===== src/rtl/rom_arb_pkg.sv =====
// rom_arb_pkg: FSM state encoding, requester port count and fetch address range helper
package rom_arb_pkg;
  localparam int N_PORTS = 2;
  typedef enum logic [1:0] {IDLE = 2'd0, ISSUE = 2'd1, CAPTURE = 2'd2, DONE = 2'd3} state_t;
  function automatic logic addr_legal(int a, int lo, int hi);
    return a >= lo && a < hi;
  endfunction
endpackage


===== src/rtl/rom_arb_rr_pick.sv =====
// rom_arb_rr_pick: 2-way round-robin select; req vector and last grant in, any request and winning port out
module rom_arb_rr_pick
  import rom_arb_pkg::*;
(
  input  logic [N_PORTS-1:0] req,
  input  logic               last,
  output logic               any,
  output logic               win
);
  assign any = |req;
  assign win = &req ? ~last : req[1];
endmodule


===== src/rtl/rom_fetch_arbiter.sv =====
// rom_fetch_arbiter: two-port ROM word fetch arbiter; CLK/RST, Req/Addr in, Ack/Err/Data out per port, ROMEnable/RomAddress/RomData ROM side, Busy
module rom_fetch_arbiter
  import rom_arb_pkg::*;
#(
  parameter int ROM_ADDR_BITS = 4,
  parameter int ROM_WIDTH     = 8,
  parameter int BEGIN_ADDR    = 0,
  parameter int END_ADDR      = 15
)(
  input  logic                     CLK,
  input  logic                     RST,
  input  logic                     Req0,
  input  logic                     Req1,
  input  logic [ROM_ADDR_BITS-1:0] Addr0,
  input  logic [ROM_ADDR_BITS-1:0] Addr1,
  output logic                     Ack0,
  output logic                     Ack1,
  output logic                     Err0,
  output logic                     Err1,
  output logic [2*ROM_WIDTH-1:0]   Data0,
  output logic [2*ROM_WIDTH-1:0]   Data1,
  output logic                     ROMEnable,
  output logic [ROM_ADDR_BITS-1:0] RomAddress,
  input  logic [2*ROM_WIDTH-1:0]   RomData,
  output logic                     Busy
);
  state_t state, nxt;
  logic gnt, any, win, legal, sel, fin, fail;
  logic [ROM_ADDR_BITS-1:0] win_addr;
  rom_arb_rr_pick u_pick (.req({Req1, Req0}), .last(gnt), .any(any), .win(win));
  assign win_addr = win ? Addr1 : Addr0;
  assign legal = addr_legal(int'(win_addr), BEGIN_ADDR, END_ADDR);
  assign Busy = state != IDLE;
  always_ff @(posedge CLK or posedge RST)
    if (RST) state <= IDLE;
    else state <= nxt;
  always_comb
    nxt = state == IDLE ? (any ? (legal ? ISSUE : DONE) : IDLE) :
          state == ISSUE ? CAPTURE : state == CAPTURE ? DONE : IDLE;
  always_comb begin
    fail = state == IDLE && any && !legal;
    fin = fail || state == CAPTURE;
    sel = state == IDLE ? win : gnt;
  end
  // gnt doubles as the round-robin pointer and the in-flight winner id
  always_ff @(posedge CLK or posedge RST)
    if (RST) begin
      gnt <= 1'b1;
      ROMEnable <= 1'b0;
      RomAddress <= '0;
      Ack0 <= 1'b0;
      Ack1 <= 1'b0;
      Err0 <= 1'b0;
      Err1 <= 1'b0;
      Data0 <= '0;
      Data1 <= '0;
    end else begin
      ROMEnable <= nxt == ISSUE;
      if (state == IDLE && any) begin
        gnt <= win;
        RomAddress <= win_addr;
      end
      Ack0 <= fin && !sel;
      Ack1 <= fin && sel;
      Err0 <= fail && !sel;
      Err1 <= fail && sel;
      Data0 <= state == CAPTURE && !gnt ? RomData : '0;
      Data1 <= state == CAPTURE && gnt ? RomData : '0;
    end
endmodule


===== config.mk =====
export PLATFORM = sky130hd
export DESIGN_NAME = rom_fetch_arbiter
export DESIGN_NICKNAME = d
export VERILOG_FILES = /design/src/rtl/rom_arb_pkg.sv /design/src/rtl/rom_arb_rr_pick.sv /design/src/rtl/rom_fetch_arbiter.sv
export SDC_FILE = /design/constraint.sdc
export NUM_CORES = 1
export LEC_CHECK = 0
export ABC_AREA = 1
export BUFFER_PORTS_ARGS = -buffer_cell sky130_fd_sc_hd__buf_2
export CAP_MARGIN = 5
export CORE_MARGIN = 8
export CORE_UTILIZATION = 46
export CTS_CLUSTER_SIZE = 16
export DETAILED_ROUTE_END_ITERATION = 10
export MAX_ROUTING_LAYER = met4
export PLACE_DENSITY = 0.85
export SYNTH_ARGS = -nofsm -noshare
export SYNTH_HDL_FRONTEND = slang
export SYNTH_SLANG_ARGS = --single-unit

===== constraint.sdc =====
create_clock -name CLK -period 2.1 [get_ports CLK]
set_clock_uncertainty 0.2 [all_clocks]
set_input_delay 0.42 -clock CLK [delete_from_list [all_inputs] [get_ports CLK]]
set_output_delay 0.42 -clock CLK [all_outputs]
set_load 0.005 [all_outputs]

==> qor.yml <==
hp-start: "RomData[6]"
post_cts_resized: 0
syn_nets: 182
grt_max_degree: 29
portBuffers: 69
status: "finished, final reports clean"
drt_first_iter_violations: 59
dr.pass1.iters: 4
die_w_um: 74.5
synth-compound-area-share: 0.0223
seq_area_frac_synth: 0.701
worst_pin_slew_ns: 0.613
grt_usage: 0.125
cts_buffer_depth: 2
relSlewSlack: 0.589
synth.most_common_cell: "dfrtp_1"
synth_top_family_by_area: "simple AND/OR/NAND/NOR gates"
syn_inst: 151
setup_violations: 0
ir_drop_uv: 502
fin_crit_ns: 1.89
num-fill-cells: 288
fp.dieH_um: 74.5
crit_arrival_ns: 1.27
hold_depth: 3
cts_root_buf: "clkbuf_4"
r2r_cells: 9
reg2reg_from: "state[0]$_DFF_PP0_"
die-area_sq_um: 5540
max_cap_violations: 0
hold_class: "in2reg"
cp_max_fo: 3
n_antenna_cell: 0
fmax_ghz: 0.529
muxShareOfSynthArea: 0
antenna_found_initial: 0
drive_gt1_frac: 0.364
multi_input_area_sq_um: 349
place.detailed.hpwl_mm: 2.64
rsz0062_at_grt: "no"
synthTopCellsByArea: "dfrtp_1 (68%), nor2_1 (9.1%), inv_1 (7.2%), nand2_1 (4.3%), ha_1 (2.4%)"
final_nets: 258
rows: 21
synth_top_area_frac: 0.685
core_area_sq_um: 3310
fin_tns_setup_ns: 0
synthXorXnorAreaFrac: 0
drt-total-wl_mm: 3.32
synth_cell_types: 15
required_ns: 1.48
initial_utilization: 0.475
ys_top_cells_by_count: "dfrtp_1 (43), nor2_1 (38), inv_1 (30)"
synthArstFlopShare: 1.00
synth_simple_gate_area_share: 0.176
p_leak_uw: 0.00131
clock_sinks: 44
drc: 0
synth_area_sq_um: 1570
end_kind: "output pin"
tritoncts: "done"
synth_fa_ha_area_frac: 0.0239
ff_latch_area_sq_um: 1100
numCtsBuffers: 5
detail_route.wl_per_cell_um: 12.1
period_share: 0.900
final_antenna_net_count: 0
synth_top_area_cell: "dfrtp_1"
h-tree-depth: 2
clk_latency_ns: 0.34
p_per_area_nw_per_um2: 1080
hold_viol_final: 0
grt_pass1_vias: 1176
post-place-cells: 265
clkTransAtPathRegs_ns: 0.13
avgSynthCellArea_sq_um: 10.4
layout.cells.non_filler: 274
reg2reg_slack_ns: 0.46
synth_enable_flop_cells: 0
io_pins: 70
synth_seq_cells: 44
grt_pass1_wl_mm: 5.04
num_vias: 1179
fin_util: 0.628
start_kind: "flop"
rr_endpoint: "ROMEnable$_DFF_PP0_"
place.gp.congestion: 0.826
synthFlopType: "dfrtp_1"
area_delta_synth_final_pct: 32.4
hold_end: "Data1[6]$_DFF_PP0_"
gr-total-overflow: 0
drt-vias-per-instance: 4.30
yosys_warnings: 0
crit_type: "reg2out"
design_power_total_uw: 2250
maxSlewViolCount: 0
[sequential cells by signal, indices dropped and copies added (netlist names), 2 cells and up]
register and cells:
state 2, Data1 16, Data0 16, RomAddress 4
[logic make-up (layout without fill, tap and decap cells)]
logic type	after synthesis	in the layout
buffers and inverters	32	109
flip-flops	44	44
AND/OR/NAND/NOR	65	65
AO/OA/AOI/OAI	7	7
adder cells (fa/ha/maj)	3	3
[routing by layer]
metal / vias to the layer above / GRT usage / share of wire
met2: 41 / 0.214 / 0.51
li1: 593 / - / -
met3: 2 / 0.0364 / 0.080
met4: 0 / 0.0522 / 0.0069
met5: - / - / 0
met1: 543 / 0.132 / 0.40
[layout make-up]
type                       count  share of cell area
clock inverter                 3              0.0222
inverter                      30              0.0541
timing repair buffer          71               0.180
sequential                    44               0.530
tap                           46              0.0277
multi-input combinational     75               0.168
clock buffer                   5              0.0180
[worst max-delay path: stages, from the launching register on]
cell	delay, ns
dfrtp_1	0.35
inv_1	0.07
ha_1	0.22
inv_1	0.14
buf_2	0.14
[report_power, final]
| group | total [uW] | switching (uW) | leakage, uW | internal (uW) |
|---|---|---|---|---|
| sequential | 1100 | 63.2 | 0.000593 | 1030 |
| combinational | 629 | 381 | 0.000673 | 249 |
| clock | 526 | 271 | 0.0000418 | 254 |
[what timing repair did]
item	CTS	global route
hold endpoints to repair	15	0
hold buffers	1	0
setup buffers	0	0
[through the flow]
| step | setup WS, ns | instance area (sq um) | hold slack (ns) |
|---|---|---|---|
| 2_1_floorplan | 0.451 | 1570 | 0.273 |
| 6_report | 0.210 | 2080 | 0.0845 |
| 3_3_place_gp | 0.499 | 1990 | 0.245 |
| 4_1_cts | 0.188 | 2080 | 0.0800 |
| 5_1_grt | 0.113 | 2080 | 0.0663 |
| 3_5_place_dp | 0.462 | 1990 | 0.243 |
[cells in the final DEF (no fill, tap or decap), drive strengths merged, types with 2 or more instances in the layout]
master and count:
buf 70, a21oi 2, nand3b 3, o21ai 5, nand2 19, inv 30, nor2 40, nand3 3
dfrtp 43, clkbuf 5, ha 3
[worst max-delay path by stage]
stage | startpoint | end | slack [ns]
2_1_floorplan | RST | Ack0$_DFF_PP0_ | 0.45
3_3_place_gp | Req0 | ROMEnable$_DFF_PP0_ | 0.50
3_5_place_dp | state[0]$_DFF_PP0_ | ROMEnable$_DFF_PP0_ | 0.46
4_1_cts | state[1]$_DFF_PP0_ | Busy | 0.19
5_1_grt | state[0]$_DFF_PP0_ | Busy | 0.11
6_report | state[0]$_DFF_PP0_ | Busy | 0.21
Power figures use the tool's default switching activity.
